[src/rtl/xilinx_pcie_pkg.sv]
// xilinx_pcie_pkg: TLP format/type codes, tkeep masks, TX FSM states and completion byte-count helpers
package xilinx_pcie_pkg;
  localparam logic [6:0] MRD32   = 7'b000_0000;
  localparam logic [6:0] MWR32   = 7'b100_0000;
  localparam logic [6:0] CPL     = 7'b000_1010;
  localparam logic [6:0] CPLD    = 7'b100_1010;
  localparam logic [6:0] IO_RD32 = 7'b000_0010;
  localparam logic [6:0] IO_WR32 = 7'b100_0010;
  localparam logic [15:0] KEEP_3DW = 16'h0FFF;
  localparam logic [15:0] KEEP_4DW = 16'hFFFF;
  typedef enum logic [1:0] {IDLE, CPL_RD, CPL_SEND, MRD_SEND} state_e;
  function automatic logic [11:0] calc_byte_count(input logic [3:0] be);
    casez (be)
      4'b1??1:                   return 12'd4;
      4'b01?1, 4'b1?10:          return 12'd3;
      4'b0011, 4'b0110, 4'b1100: return 12'd2;
      default:                   return 12'd1;
    endcase
  endfunction
  function automatic logic [1:0] calc_lower_lo(input logic [3:0] be);
    return be[0] ? 2'b00 : be[1] ? 2'b01 : be[2] ? 2'b10 : be[3] ? 2'b11 : 2'b00;
  endfunction
endpackage

[src/rtl/pcie_cpl_bc_calc.sv]
// pcie_cpl_bc_calc: completion byte count and lower address from first-DW byte enables
module pcie_cpl_bc_calc
  import xilinx_pcie_pkg::*;
(
  input  logic [3:0]  be,
  input  logic [6:2]  addr,
  output logic [11:0] byte_count,
  output logic [6:0]  lower_addr
);
  always_comb begin
    byte_count = calc_byte_count(be);
    lower_addr = {addr, calc_lower_lo(be)};
  end
endmodule

[src/rtl/xilinx_pcie_tx_ep.sv]
// xilinx_pcie_tx_ep: single-beat TX engine emitting Cpl/CplD answers and DMA MRd32 requests on a 128-bit AXIS
module xilinx_pcie_tx_ep
  import xilinx_pcie_pkg::*;
#(
  parameter int P_DATA_WIDTH = 128,
  parameter int P_RD_LATENCY = 1
) (
  input  logic         i_clk,
  input  logic         i_rst_n,
  input  logic [15:0]  cfg_completer_id,
  input  logic         req_compl,
  input  logic         req_compl_wd,
  input  logic [2:0]   req_tc,
  input  logic         req_td,
  input  logic         req_ep,
  input  logic [1:0]   req_attr,
  input  logic [9:0]   req_len,
  input  logic [15:0]  req_rid,
  input  logic [7:0]   req_tag,
  input  logic [7:0]   req_be,
  input  logic [31:0]  req_addr,
  output logic         compl_done,
  output logic [10:0]  rd_addr,
  output logic         rd_en,
  input  logic [31:0]  rd_data,
  input  logic         dma_rd_valid,
  output logic         dma_rd_ready,
  input  logic [31:0]  dma_rd_addr,
  input  logic [9:0]   dma_rd_len,
  output logic [7:0]   dma_rd_tag,
  output logic [127:0] s_axis_tx_tdata,
  output logic [15:0]  s_axis_tx_tkeep,
  output logic         s_axis_tx_tlast,
  output logic [3:0]   s_axis_tx_tuser,
  output logic         s_axis_tx_tvalid,
  input  logic         s_axis_tx_tready
);
  if (P_DATA_WIDTH != 128) begin : g_bad_width
    $error("xilinx_pcie_tx_ep: only P_DATA_WIDTH = 128 is supported");
  end
  if (P_RD_LATENCY < 1 || P_RD_LATENCY > 4) begin : g_bad_latency
    $error("xilinx_pcie_tx_ep: P_RD_LATENCY must be 1..4");
  end
  localparam logic [2:0] LAT = 3'(P_RD_LATENCY);
  state_e       state_q, state_d;
  logic         compl_pending_q, compl_pending_d;
  logic         wd_flag_q, wd_flag_d;
  logic [2:0]   lat_q, lat_d;
  logic [31:0]  data_q, data_d;
  logic [7:0]   tag_q, tag_d;
  logic [29:0]  mrd_addr_q, mrd_addr_d;
  logic [9:0]   mrd_len_q, mrd_len_d;
  logic [11:0]  byte_count;
  logic [6:0]   lower_addr;
  logic [127:0] cpl_beat, mrd_beat;
  logic         unused_bits;
  assign unused_bits = ^{req_len, req_be[7:4], req_addr[31:13], req_addr[1:0], dma_rd_addr[1:0]};
  pcie_cpl_bc_calc u_bc (
    .be         (req_be[3:0]),
    .addr       (req_addr[6:2]),
    .byte_count (byte_count),
    .lower_addr (lower_addr)
  );
  always_ff @(posedge i_clk or negedge i_rst_n) begin
    if (!i_rst_n) begin
      state_q         <= IDLE;
      compl_pending_q <= 1'b0;
      wd_flag_q       <= 1'b0;
      lat_q           <= '0;
      data_q          <= '0;
      tag_q           <= '0;
      mrd_addr_q      <= '0;
      mrd_len_q       <= '0;
    end else begin
      state_q         <= state_d;
      compl_pending_q <= compl_pending_d;
      wd_flag_q       <= wd_flag_d;
      lat_q           <= lat_d;
      data_q          <= data_d;
      tag_q           <= tag_d;
      mrd_addr_q      <= mrd_addr_d;
      mrd_len_q       <= mrd_len_d;
    end
  end
  always_comb begin
    state_d         = state_q;
    compl_pending_d = compl_pending_q;
    wd_flag_d       = wd_flag_q;
    lat_d           = lat_q;
    data_d          = data_q;
    tag_d           = tag_q;
    mrd_addr_d      = mrd_addr_q;
    mrd_len_d       = mrd_len_q;
    case (state_q)
      IDLE:
        if (compl_pending_q) begin
          state_d = wd_flag_q ? CPL_RD : CPL_SEND;
          lat_d   = LAT;
        end else if (dma_rd_valid && !req_compl) begin
          state_d    = MRD_SEND;
          mrd_addr_d = dma_rd_addr[31:2];
          mrd_len_d  = dma_rd_len;
        end
      CPL_RD: begin
        lat_d = lat_q - 3'd1;
        if (lat_q == 3'd1) begin
          data_d  = rd_data;
          state_d = CPL_SEND;
        end
      end
      CPL_SEND:
        if (s_axis_tx_tready) begin
          compl_pending_d = 1'b0;
          state_d         = IDLE;
        end
      MRD_SEND:
        if (s_axis_tx_tready) begin
          tag_d   = tag_q + 8'd1;
          state_d = IDLE;
        end
      default: state_d = IDLE;
    endcase
    // a new request pulse wins over the clear of the one just retired
    if (req_compl) begin
      compl_pending_d = 1'b1;
      wd_flag_d       = req_compl_wd;
    end
  end
  always_comb begin
    cpl_beat = {wd_flag_q ? data_q : 32'h0,
                req_rid, req_tag, 1'b0, lower_addr,
                cfg_completer_id, 3'b000, 1'b0, byte_count,
                1'b0, wd_flag_q ? CPLD : CPL, 1'b0, req_tc, 4'h0, req_td, req_ep, req_attr, 2'b00,
                wd_flag_q ? 10'd1 : 10'd0};
    mrd_beat = {32'h0,
                mrd_addr_q, 2'b00,
                cfg_completer_id, tag_q, mrd_len_q == 10'd1 ? 4'h0 : 4'hF, 4'hF,
                1'b0, MRD32, 14'h0, mrd_len_q};
    rd_en            = state_q == IDLE && compl_pending_q && wd_flag_q;
    rd_addr          = rd_en ? req_addr[12:2] : '0;
    dma_rd_ready     = state_q == IDLE && !compl_pending_q && !req_compl && dma_rd_valid;
    dma_rd_tag       = tag_q;
    s_axis_tx_tvalid = state_q == CPL_SEND || state_q == MRD_SEND;
    compl_done       = state_q == CPL_SEND && s_axis_tx_tready;
    s_axis_tx_tdata  = state_q == CPL_SEND ? cpl_beat : state_q == MRD_SEND ? mrd_beat : '0;
    s_axis_tx_tkeep  = state_q == CPL_SEND ? (wd_flag_q ? KEEP_4DW : KEEP_3DW) :
                       state_q == MRD_SEND ? KEEP_3DW : '0;
    s_axis_tx_tlast  = 1'b1;
    s_axis_tx_tuser  = 4'h0;
  end
endmodule

[config.mk]
export PLATFORM = sky130hd
export DESIGN_NAME = xilinx_pcie_tx_ep
export DESIGN_NICKNAME = d
export VERILOG_FILES = /design/src/rtl/xilinx_pcie_pkg.sv /design/src/rtl/pcie_cpl_bc_calc.sv /design/src/rtl/xilinx_pcie_tx_ep.sv
export SDC_FILE = /design/constraint.sdc
export NUM_CORES = 1
export LEC_CHECK = 0
export ABC_CLOCK_PERIOD_IN_PS = 1650
export CORE_AREA = 2 2 135 137
export DETAILED_ROUTE_END_ITERATION = 10
export DIE_AREA = 0 0 137 139
export PLACE_DENSITY = 0.71
export SYNTH_ARGS = -nofsm -noshare
export SYNTH_HDL_FRONTEND = slang
export SYNTH_HIERARCHICAL = 1
export SYNTH_SLANG_ARGS = --single-unit
[constraint.sdc]
create_clock -name i_clk -period 1.65 [get_ports i_clk]
set_clock_uncertainty 0.2 [all_clocks]
set_input_delay 0.33 -clock i_clk [delete_from_list [all_inputs] [get_ports i_clk]]
set_output_delay 0.33 -clock i_clk [all_outputs]
set_load 0.005 [all_outputs]
Word level (Yosys, flattened, before mapping)

Cells that the tools add are included.

Flip-flop bits (word level): 87
Output and inout port bits: 172
Logic and storage cells: 75

Add/subtract/negate cells: 2
Eq/ne operators: 15
Multiplexer cells: 26
Bitwise gates (word level): 1
Reduce and logical (&&, ||, !) cells: 23

Operators with widths:

| operator                                                         | count |
|---|---|
| 128-bit two-way mux                                              | 1 |
| 96-bit two-way mux                                               | 1 |
| 16-bit two-way mux                                               | 2 |
| 32-bit two-way mux                                               | 1 |
| 2-bit two-way mux                                                | 9 |
| 12-bit two-way mux                                               | 1 |
| 11-bit two-way mux                                               | 1 |
| 10-bit by 1-bit == test with 1-bit output, second input constant | 1 |
| 3-bit case mux with 3 select lines                               | 1 |
| 8-bit by 1-bit adder with 8-bit output, second input constant    | 1 |
| 2-bit AND reduction                                              | 4 |
| 1-bit logical AND                                                | 7 |
| 7-bit two-way mux                                                | 1 |
| 2-bit == test, second input constant                             | 3 |
| 2-bit case mux with 3 select lines                               | 1 |
| 3-bit case mux with 2 select lines                               | 1 |
| 3-bit AND reduction                                              | 2 |
| 2-bit nonzero test                                               | 3 |
| 4-bit by 2-bit == test with 1-bit output, second input constant  | 1 |
| 4-bit by 3-bit == test with 1-bit output, second input constant  | 1 |
| 4-bit == test, second input constant                             | 1 |
| 1-bit two-way mux                                                | 4 |
| 4-bit two-way mux                                                | 1 |
| 2-bit != test, second input constant                             | 2 |
| other kinds (14)                                                 | 16 |

Depth between registers and ports, before layout

Gate-level depths: netlist (run 1).

Word-level depth: 5
Depth in mapped cells: 6

By module

The synthesis (run 1) kept the hierarchy.

Modules (own cells, without submodules):

| module            | times used | cells each | area each (um2) | sequential area each (um2) |
|---|---|---|---|---|
| xilinx_pcie_tx_ep | 1          | 459        | 4926.0          | 2177.1 |
| pcie_cpl_bc_calc  | 1          | 27         | 178.9           | 0.0 |

Least setup slack after synthesis (run 1)

Ideal clock, no wire load.

Path type: register to output
From: reg state_q[1]
To: out s_axis_tx_tdata[86]
Arrival: 1.245 ns
Required time: 1.120 ns
Setup slack: -0.125 ns
Cell stages (with the launch flop): 6
Path buffers: 3
Cell sequence: dfrtp_1 > buf_2 > inv_1 > clkbuf_1 > clkbuf_1 > nor2_1

Word-level cells in the longest chain between the ends: 3
Elaborated cells between the ends (all ways): 4
Classes of those cells: 2 x eq/ne; 2 x mux

RTL lines:

| what                     | RTL line                 | RTL |
|---|---|---|
| start: declaration       | xilinx_pcie_tx_ep.sv:45  | `state_e state_q, state_d;` |
| start signal: assignment | xilinx_pcie_tx_ep.sv:75  | `state_q <= state_d;` |
| 2-bit == test            | xilinx_pcie_tx_ep.sv:145 | `s_axis_tx_tdata = state_q == CPL_SEND ? cpl_beat : state_q == MRD_SEND ? mrd_beat : '0;` |
| 96-bit two-way mux       | xilinx_pcie_tx_ep.sv:145 |  |
| 128-bit two-way mux (*)  | xilinx_pcie_tx_ep.sv:145 |  |
| end: declaration         | xilinx_pcie_tx_ep.sv:31  | `output logic [127:0] s_axis_tx_tdata,` |

Mark *: on every way between the ends. The rest lies on a longest branch, timed or not.

Final worst setup path (run 1)

From: reg state_q[0]
To: out s_axis_tx_tdata[106]

Word-level cells in the longest chain between the ends: 2

RTL lines:

| what                | RTL line |
|---|---|
| 2-bit == test       | xilinx_pcie_tx_ep.sv:145 |
| 128-bit two-way mux | xilinx_pcie_tx_ep.sv:145 |

Every way passes these cells.

==> results.md, run 1 <==
- Max-Cap Viols: 0
- Top cells by area, synth: dfrtp_1 43%, mux2_1 8.8%, buf_4 8.7%, and2_1 8.3%, mux2_2 7.5%
- Crit. path cell count: 7
- Total power: 14920 uW
- Crit path time final: 2.218 ns
- Antenna diode count: 0
- Worst path bufs/invs: 5
- X dimension of the die: 137 um
- Vias in the first global route: 4743
- Total length of routed wires: 17870 um
- Fill cells: 1542
- Async S/R FF share, synth: 100.0%
- Post-route cell area: 9811 um^2
- HP Class: in2async
- Post-synth top area share: 42.65%
- Flops & latches, synth: 87
- Failing checks: negative setup slack
- CP top delay family: buffers and inverters
- Final nets: 1023
- Post-synth top cells: 87 x dfrtp_1, 68 x and2_1, 59 x buf_4
- Crit-path slowest cell: dfrtp_2
- Syn Area/Cell: 10.50 um^2
- Overflow after GRT: 0
- CTS buffer count: 9
- Initial core utilization: around 29%
- Vias per Instance: between 4 and 5
- Most frequent CP cell: buf_6
- Drt drc: 0
- Drt pass-1 iters: 4
- VDD IR max: 696.1 uV
- CTS H-tree lvls: 3
- Unique masters post-synth: 37
- Fin crit share: 134.4%
- Vias: approximately 4800
- First-pass GRT wire length: 24760 um
- Yosys warnings: 6
- R2R depth: 6
- Leading area contributor after synthesis: dfrtp_1
- CTS Root Cell: clkbuf_16
- Die area: approximately 19000 um^2
- Worst Setup End Kind: output port
- Routed len/inst: 16.59 um
- CP startpoint kind: flip-flop
- Leak pwr: about 0.0048 uW
- CTS sink cnt: 87
- DRT met1 WL: 7177 um
- Skew-Pair Late Insertion Delay: 0.33 ns
- Met2 wire len: 9374 um
- CP arrival: 1.69 ns
- Setup violators final: 222
- EDFF count, synth: 0
- Maximum clock frequency: 0.4508 GHz
- Power Density: 1521 nW/um^2
- Netlist Area Pre-Place: 5105 um^2
- Clock Path Buffers: 2
- Initial antenna violation count: 0
- Core area: 17660 um^2
- Largest net degree at the start of global routing: 48
- Antenna Nets Post-Route: 0
- Area post-placement: 8397 um^2
- Port buffer count: between 200 and 300
- Main synth FF type: dfrtp_1
- I/O pins: about 350
- Clock slew at reported path FFs: about 0.07 ns
- GPL Wtd Cong: roughly 0.77
- Synth-to-layout area growth: 92.18%
- CTS tree: built
- Routed length on met3: 1098 um
- Register area share after synthesis: a little over two fifths
- Die Span Y: 139 um
- Worst setup margin: -0.5681 ns
- CP max FO: 6
- Mapped Cells: 486
- Final Hold Fails: 0
- R2r setup slk: -0.48 ns
- Fin Hold WS: 0.1507 ns
- Row count: between 40 and 50
- Most common cell in the netlist: dfrtp_1
- HPWL Detailed: between 10000 and 15000 um
- Critical path type: reg2out
- Total GRT Usage: 16.63%
- Cells along the critical path: inv_2, and3_4, buf_6, buf_16, buf_6, and2_4, buf_6
- DRC violation total after the first TritonRoute iteration: 133
- Status: finished, violations left
- Final cell utilization of the core: 55.56%
- Share of cells above drive strength 1: between 40% and 50%
- Final Max Slew Viols: 0
- RSZ-0062 raised after global routing: true
- Data required time of the worst path: 1.12 ns
- Critical path's largest stage delay: 0.46 ns
- Max Used Layer: met4
## report_power, final
group	switching, uW	internal, uW	total (uW)
Clock	877	1220	2090
Sequential	622	3100	3720
Combinational	3290	5820	9110
## state kept, by name, indices dropped and copies added, names as in the netlist
register / flops
state_q: 2
mrd_addr_q: 30
mrd_len_q: 10
compl_pending_q: 1
dma_rd_tag: 8
lat_q: 3
data_q: 32
wd_flag_q: 1
## layout make-up
type / instances / area (um^2) / share of cell area, %
inverter: 6 / 22.52 / 0.2296
timing repair buffer: 410 / 4071 / 41.50
clock buffer: 11 / 242.7 / 2.474
sequential: 87 / 2180 / 22.22
clock inverter: 5 / 57.56 / 0.5867
multi-input combinational: 329 / 2950 / 30.07
tap: 229 / 286.5 / 2.921
## worst paths after layout
check | to | start
max reg2reg | mrd_addr_q[28] | state_q[0]
max | s_axis_tx_tdata[106] | state_q[0]
min reg2reg | lat_q[1] | lat_q[1]
min | data_q[17] | i_rst_n
min in group i_clk | lat_q[1] | lat_q[1]
max in group asynchronous | mrd_addr_q[0] | i_rst_n
## through the flow
step	instances	setup TNS (ns)	setup slack, ns
finish	1077	-83.79	-0.5681
global route	1077	-98.25	-0.6351
CTS	1058	-105.38	-0.5930
detailed placement	1005	-94.81	-0.6990
global placement	1005	-95.04	-0.7256
floorplan	509	-2.832	-0.07643
## routing by layer
layer  vias to the layer above  global-route usage [%]
li1                       2264                       -
met1                      2337                   20.15
met2                       185                   29.22
met3                        16                   4.020
met4                         0                   4.286
met5                         -                       0
## what timing repair did
action | 4_1_cts | 5_1_grt
endpoints found under the hold margin | 87 | 0
resized for setup | 591 | 191
hold buffers | 1 | 0
cloned | 10 | 10
pin swaps | 38 | 27
setup buffers | 27 | 18
setup endpoints to repair | 229 | 234
## placed cells by master, fill, tap and decap left out, types with 3 or more instances in the layout
cell type        netlist  routed
and2_1                68      36
and2_4                 1      33
and3_1                16       4
and3_4                 0      12
buf_12                 0      11
buf_16                 0       8
buf_2                  9      57
buf_4                 59      52
buf_6                  4      80
buf_8                  0       7
clkbuf_16              0      15
clkbuf_2               0      24
clkdlybuf4s15_2        0      10
clkdlybuf4s50_1        0     139
conb_1                 3      26
dfrtp_1               87      85
dlygate4sd2_1          0       6
dlymetal6s2s_1         0       9
ha_1                   3       3
inv_1                  6       3
inv_2                  0       3
mux2_2                34       3
mux2_4                 0      70
mux2i_1               34      33
nand2_1                6       5
nand4_1                5       5
nor2_1                54      48
nor2_2                 1       3
nor2_4                 0       4
nor3_2                 0       3
o21ai_0                4       4
xnor2_1                4       4
xor2_1                 3       3
## logic make-up after synthesis
kind of cell / Yosys count / share of synthesized area [%]
adders and majority gates: 3 / 0.7354
AOI/OAI and AO/OA: 17 / 2.230
muxes: 108 / 22.99
other: 3 / 0.2206
and+or+nand+nor: 168 / 17.99
xor gates and xnor gates: 7 / 1.201
DFF: 87 / 42.65
buffers and inverters: 93 / 11.98
Note: power is estimated with default switching activity, not from simulation.
==> run 2, diff against run 1 <==
--- a/config.mk
+++ b/config.mk
@@ -6,10 +6,14 @@
 export NUM_CORES = 1
 export LEC_CHECK = 0
 export ABC_CLOCK_PERIOD_IN_PS = 1650
-export CORE_AREA = 2 2 135 137
+export CAP_MARGIN = 20
+export CELL_PAD_IN_SITES_DETAIL_PLACEMENT = 1
+export CELL_PAD_IN_SITES_GLOBAL_PLACEMENT = 1
+export CORE_AREA = 2 2 176 135
 export DETAILED_ROUTE_END_ITERATION = 10
-export DIE_AREA = 0 0 137 139
-export PLACE_DENSITY = 0.71
+export DIE_AREA = 0 0 178 137
+export PLACE_DENSITY_LB_ADDON = 0.1
+export SETUP_SLACK_MARGIN = 0.5
 export SYNTH_ARGS = -nofsm -noshare
 export SYNTH_HDL_FRONTEND = slang
 export SYNTH_HIERARCHICAL = 1
==> results.md, run 2 (synthesis results as in run 1) <==
- Status: finished, violations left
- Failing checks: negative setup slack
- Final nets: 1078
- Initial core utilization: 22.55%
- Crit path time final: 2.299 ns
- Synth-to-layout area growth: 119.4%
- CTS Root Cell: clkbuf_16
- Fill cells: 2376
- Leak pwr: around 0.0053 uW
- Clock Path Buffers: 2
- Post-route cell area: 11200 um^2
- Commonest non-fill, non-tap cell in the layout: buf_6
- Critical path type: reg2out
- CTS sink cnt: 87
- Power Density: 1583 nW/um^2
- Top Registers: data_q x32, mrd_addr_q x30, mrd_len_q x10
- HP Class: in2reg
- Antenna diode count: 0
- Vias: 5038
- Routed len/inst: 18.25 um
- Drt drc: 0
- Die Span Y: 137 um
- Max-Cap Viols: 0
- CP max FO: 9
- X dimension of the die: 178 um
- Total length of routed wires: 21960 um
- I/O pins: 349
- CTS H-tree lvls: 3
- Final Hold Fails: 0
- Max reg flops: 32
- Die area: 24390 um^2
- Worst Setup End Kind: output port
- Fin Hold WS: 0.1466 ns
- Data required time of the worst path: 1.12 ns
- Antenna Nets Post-Route: 0
- VDD IR max: about 520 uV
- Core area: 22640 um^2
- Vias per Instance: 4.188
- Initial antenna violation count: 0
- CTS tree: built
- Clock slew at reported path FFs: about 0.070 ns
- Maximum clock frequency: 0.4349 GHz
- Skew-Pair Late Insertion Delay: 0.34 ns
- Final cell utilization of the core: 49.46%
- Overflow after GRT: 0
- Total GRT Usage: 16.70%
- Largest net degree at the start of global routing: 45
- Area post-placement: 8755 um^2
- DRC violation total after the first TritonRoute iteration: 95
- Vias in the first global route: about 5400
- RSZ-0062 raised after global routing: true
- HPWL Detailed: 14370 um
- Worst setup margin: -0.6493 ns
- Fin crit share: 139.3%
- Setup violators final: 230
- Final Max Slew Viols: 0
- Share of cells above drive strength 1: 59.36%
- First-pass GRT wire length: 31200 um
- GPL Wtd Cong: 0.7203
- Row count: 48
- CTS buffer count: 9
- Most frequent cells in the layout: 171 x buf_6, 133 x clkdlybuf4s50_1, 85 x dfrtp_1
- CP arrival: between 1.5 and 2 ns
- Port buffer count: 294
- Register with the most flip-flops: data_q
- CP startpoint kind: flip-flop
- Drt pass-1 iters: 4
-- run 2: area by class of cell --
type                    count  area (um^2)  area share [%]
inverters                   6        25.02          0.2235
well taps                 300        375.4           3.352
flip-flops and latches     87         2182           19.49
repair buffers            465         5171           46.18
clock inverters             5        63.81          0.5698
clock buffers              11        242.7           2.168
multi-input cells         329         3138           28.02
-- run 2: repair_timing --
action	4_1_cts	5_1_grt
gates cloned	12	10
endpoints found under the hold margin	87	0
setup endpoints to repair	242	290
setup buffers	54	32
pin swaps	21	47
hold buffers	1	0
gates resized for setup	674	291
-- run 2: worst paths after layout --
| kind | startpoint | endpoint | slack, ns | depth (start not counted) |
|---|---|---|---|---|
| setup / recovery | state_q[0] | s_axis_tx_tdata[122] | -0.65 | 8 |
| hold / removal | req_compl | compl_pending_q | 0.15 | 3 |
| setup reg to reg | state_q[0] | mrd_addr_q[12] | -0.54 | 8 |
| hold reg to reg | data_q[23] | data_q[23] | 0.31 | 1 |
| max in group asynchronous | i_rst_n | state_q[0] | 0.56 | 3 |
| min in group asynchronous | i_rst_n | data_q[18] | 0.23 | 2 |
-- run 2: metrics by stage --
| step | instances | setup TNS (ns) | power [uW] | worst slack [ns] |
|---|---|---|---|---|
| final | 1203 | -115.15 | 17730 | -0.6493 |
| after global routing | 1203 | -128.28 | 18840 | -0.7331 |
| after CTS | 1161 | -114.19 | 15740 | -0.6979 |
| after detailed placement | 1078 | -105.02 | 11500 | -0.7676 |
| after global placement | 1078 | -103.18 | 11320 | -0.7566 |
| after floorplan | 509 | -3.713 | 8049 | -0.07560 |
-- run 2: power breakdown --
part / total (uW) / switching, uW / internal (uW)
Sequential: 3740 / 633 / 3110
Combinational: 11800 / 4060 / 7790
Clock: 2140 / 913 / 1230
-- run 2: worst max-delay path: stages (launching register included) --
cell	delay, ns
dfrtp_4	0.51
inv_2	0.08
and3_4	0.20
buf_6	0.11
buf_6	0.09
buf_12	0.09
buf_16	0.11
and2_1	0.12
buf_2	0.10
-- run 2: metal layers --
layer	part of all wire, %	routed length [um]	GRT usage [%]	vias to the layer above
li1	-	-	-	2363
met3	5.9	1297	4.917	17
met2	53	11700	30.02	152
met1	40	8700	19.75	2506
met4	1.2	261	3.415	0
met5	0	0	0	-
==> run 3, diff against run 2 <==
--- a/config.mk
+++ b/config.mk
@@ -10,9 +10,10 @@
 export CELL_PAD_IN_SITES_DETAIL_PLACEMENT = 1
 export CELL_PAD_IN_SITES_GLOBAL_PLACEMENT = 1
 export CORE_AREA = 2 2 176 135
+export CTS_CLUSTER_DIAMETER = 40
 export DETAILED_ROUTE_END_ITERATION = 10
 export DIE_AREA = 0 0 178 137
-export PLACE_DENSITY_LB_ADDON = 0.1
+export PLACE_DENSITY_LB_ADDON = 0.12
 export SETUP_SLACK_MARGIN = 0.5
 export SYNTH_ARGS = -nofsm -noshare
 export SYNTH_HDL_FRONTEND = slang
==> results.md, run 3 (synthesis results as in run 1) <==
- Synth-to-layout area growth: 118.7%
- Most frequent cells in the layout: 174 x buf_6, 133 x clkdlybuf4s50_1, 85 x dfrtp_1
- Critical path's largest stage delay: around 0.50 ns
- Setup violators final: 231
- Max reg flops: 32
- CTS H-tree lvls: 3
- RSZ-0062 raised after global routing: true
- Row count: 48
- Register with the most flip-flops: data_q
- Routed len/inst: between 15 and 20 um
- First-pass GRT wire length: 32910 um
- Maximum clock frequency: 0.4345 GHz
- Worst Setup End Kind: output port
- CP max FO: 4
- Overflow after GRT: 0
- Port buffer count: 294
- Fin crit share: 139.5%
- Worst Hold Depth: 3
- Vias: about 5100
- Max-Cap Viols: 0
- Data required time of the worst path: 1.12 ns
- Critical path type: reg2out
- VDD IR max: 592.5 uV
- Top Registers: data_q x32, mrd_addr_q x30, mrd_len_q x10
- Cells along the critical path: buf_6, buf_6, nor4bb_4, a31o_4, buf_6, nor2_4, buf_2
- Hold EP: compl_pending_q
- I/O pins: between 300 and 400
- Final Max Slew Viols: 0
- Status: finished, violations left
- Leak pwr: 0.005373 uW
- Cells after DPL: 1073
- Core area: 22640 um^2
- Initial core utilization: 22.55%
- Crit path time final: 2.302 ns
- CTS sink cnt: 87
- Final nets: around 1100
- Worst setup margin: -0.6516 ns
- RR Startpoint: state_q[1]
- Crit-path slowest cell: dfrtp_4
- Setup TNS Final: -111.74 ns
- CP top delay family: flip-flops
- Die area: around 24000 um^2
- Worst Hold Launch: req_compl
- Commonest non-fill, non-tap cell in the layout: buf_6
- HPWL Detailed: 13990 um
- Total GRT Usage: 17.86%
- Vias in the first global route: 5572
- Share of cells above drive strength 1: ~57%
- GPL Wtd Cong: 0.7518
- Fin Hold WS: 0.1366 ns
- Drt pass-1 iters: 4
- Total power: 18010 uW
- Antenna Nets Post-Route: 0
- Largest net degree at the start of global routing: 26
- R2r setup slk: -0.50 ns
- Vias per Instance: between 4 and 5
- Initial antenna violation count: 0
- DRC violation total after the first TritonRoute iteration: 136
- CTS buffer count: 9
- CP arrival: ~1.8 ns
- Clock slew at reported path FFs: 0.07 ns
- Clock Path Buffers: 2
- Final std cells w/o fill: 1218
- CP startpoint kind: flip-flop
- Power Density: 1614 nW/um^2
- Total length of routed wires: 22840 um
- HP Class: in2reg
- Most frequent CP cell: buf_6
- Die Span Y: between 100 and 150 um
- Final Hold Fails: 0
- CTS Root Cell: clkbuf_16
- Worst path bufs/invs: 4
- CTS tree: built
- Skew-Pair Late Insertion Delay: approximately 0.34 ns
- R2R Path End: mrd_addr_q[18]
- R2R depth: 9
- Antenna diode count: 0
- Failing checks: negative setup slack
- Drt drc: 0
- X dimension of the die: approximately 180 um
-- run 3: area by class of cell --
| cell class | count | area, um^2 |
|---|---|---|
| timing repair buffer | 480 | 5205 |
| sequential | 87 | 2182 |
| tap | 300 | 375.4 |
| fill | 2377 | 11480 |
| clock buffer | 11 | 252.7 |
| multi-input combinational | 329 | 3054 |
| clock inverter | 5 | 63.81 |
| inverter | 6 | 30.03 |
-- run 3: worst max path at each step --
stage / from / end / slack, ns / cells past startpoint
6_report: state_q[0] / s_axis_tx_tdata[38] / -0.65 / 7
3_3_place_gp: dma_rd_valid / dma_rd_ready / -0.76 / 5
3_5_place_dp: req_be[2] / s_axis_tx_tdata[33] / -0.75 / 6
2_1_floorplan: state_q[0] / mrd_addr_q[10] / -0.08 / 4
4_1_cts: state_q[0] / s_axis_tx_tdata[37] / -0.70 / 7
5_1_grt: state_q[0] / s_axis_tx_tdata[38] / -0.72 / 7
-- run 3: report_power, final --
group / switching, uW / internal (uW) / total (uW) / leakage, uW
clock network: 939 / 1270 / 2210 / 0.000152
registers: 624 / 3100 / 3730 / 0.00108
logic: 4210 / 7870 / 12100 / 0.00414
total: 5770 / 12200 / 18000 / 0.00537
-- run 3: per-stage QoR --
step	setup slack, ns	utilization [%]	cell area, um^2
final	-0.6516	49.30	11160
after global routing	-0.7205	49.30	11160
after CTS	-0.7002	46.29	10480
after detailed placement	-0.7482	38.39	8692
after global placement	-0.7552	38.39	8692
after floorplan	-0.07560	-	5700
-- run 3: metal layers --
metal  vias up  part of all wire, %  track usage [%]
li1       2395                    -                -
met1      2518                   41            21.01
met2       169                   53            32.69
met3        14                  6.0            5.028
met4         0                 0.66            3.051
met5         -                    0                0
-- run 3: repair_timing --
| action | 4_1_cts | 5_1_grt |
|---|---|---|
| endpoints found under the setup margin | 242 | 278 |
| setup buffers | 74 | 33 |
| pin swaps | 34 | 35 |
| gates cloned | 20 | 1 |
| resized for setup | 790 | 144 |
| hold buffers | 1 | 0 |
| hold endpoints to repair | 70 | 0 |
-- run 3: tightest hold or removal path: stages --
cell and delay (ns):
dlymetal6s2s_1 0.12, buf_6 0.12, a21o_1 0.08
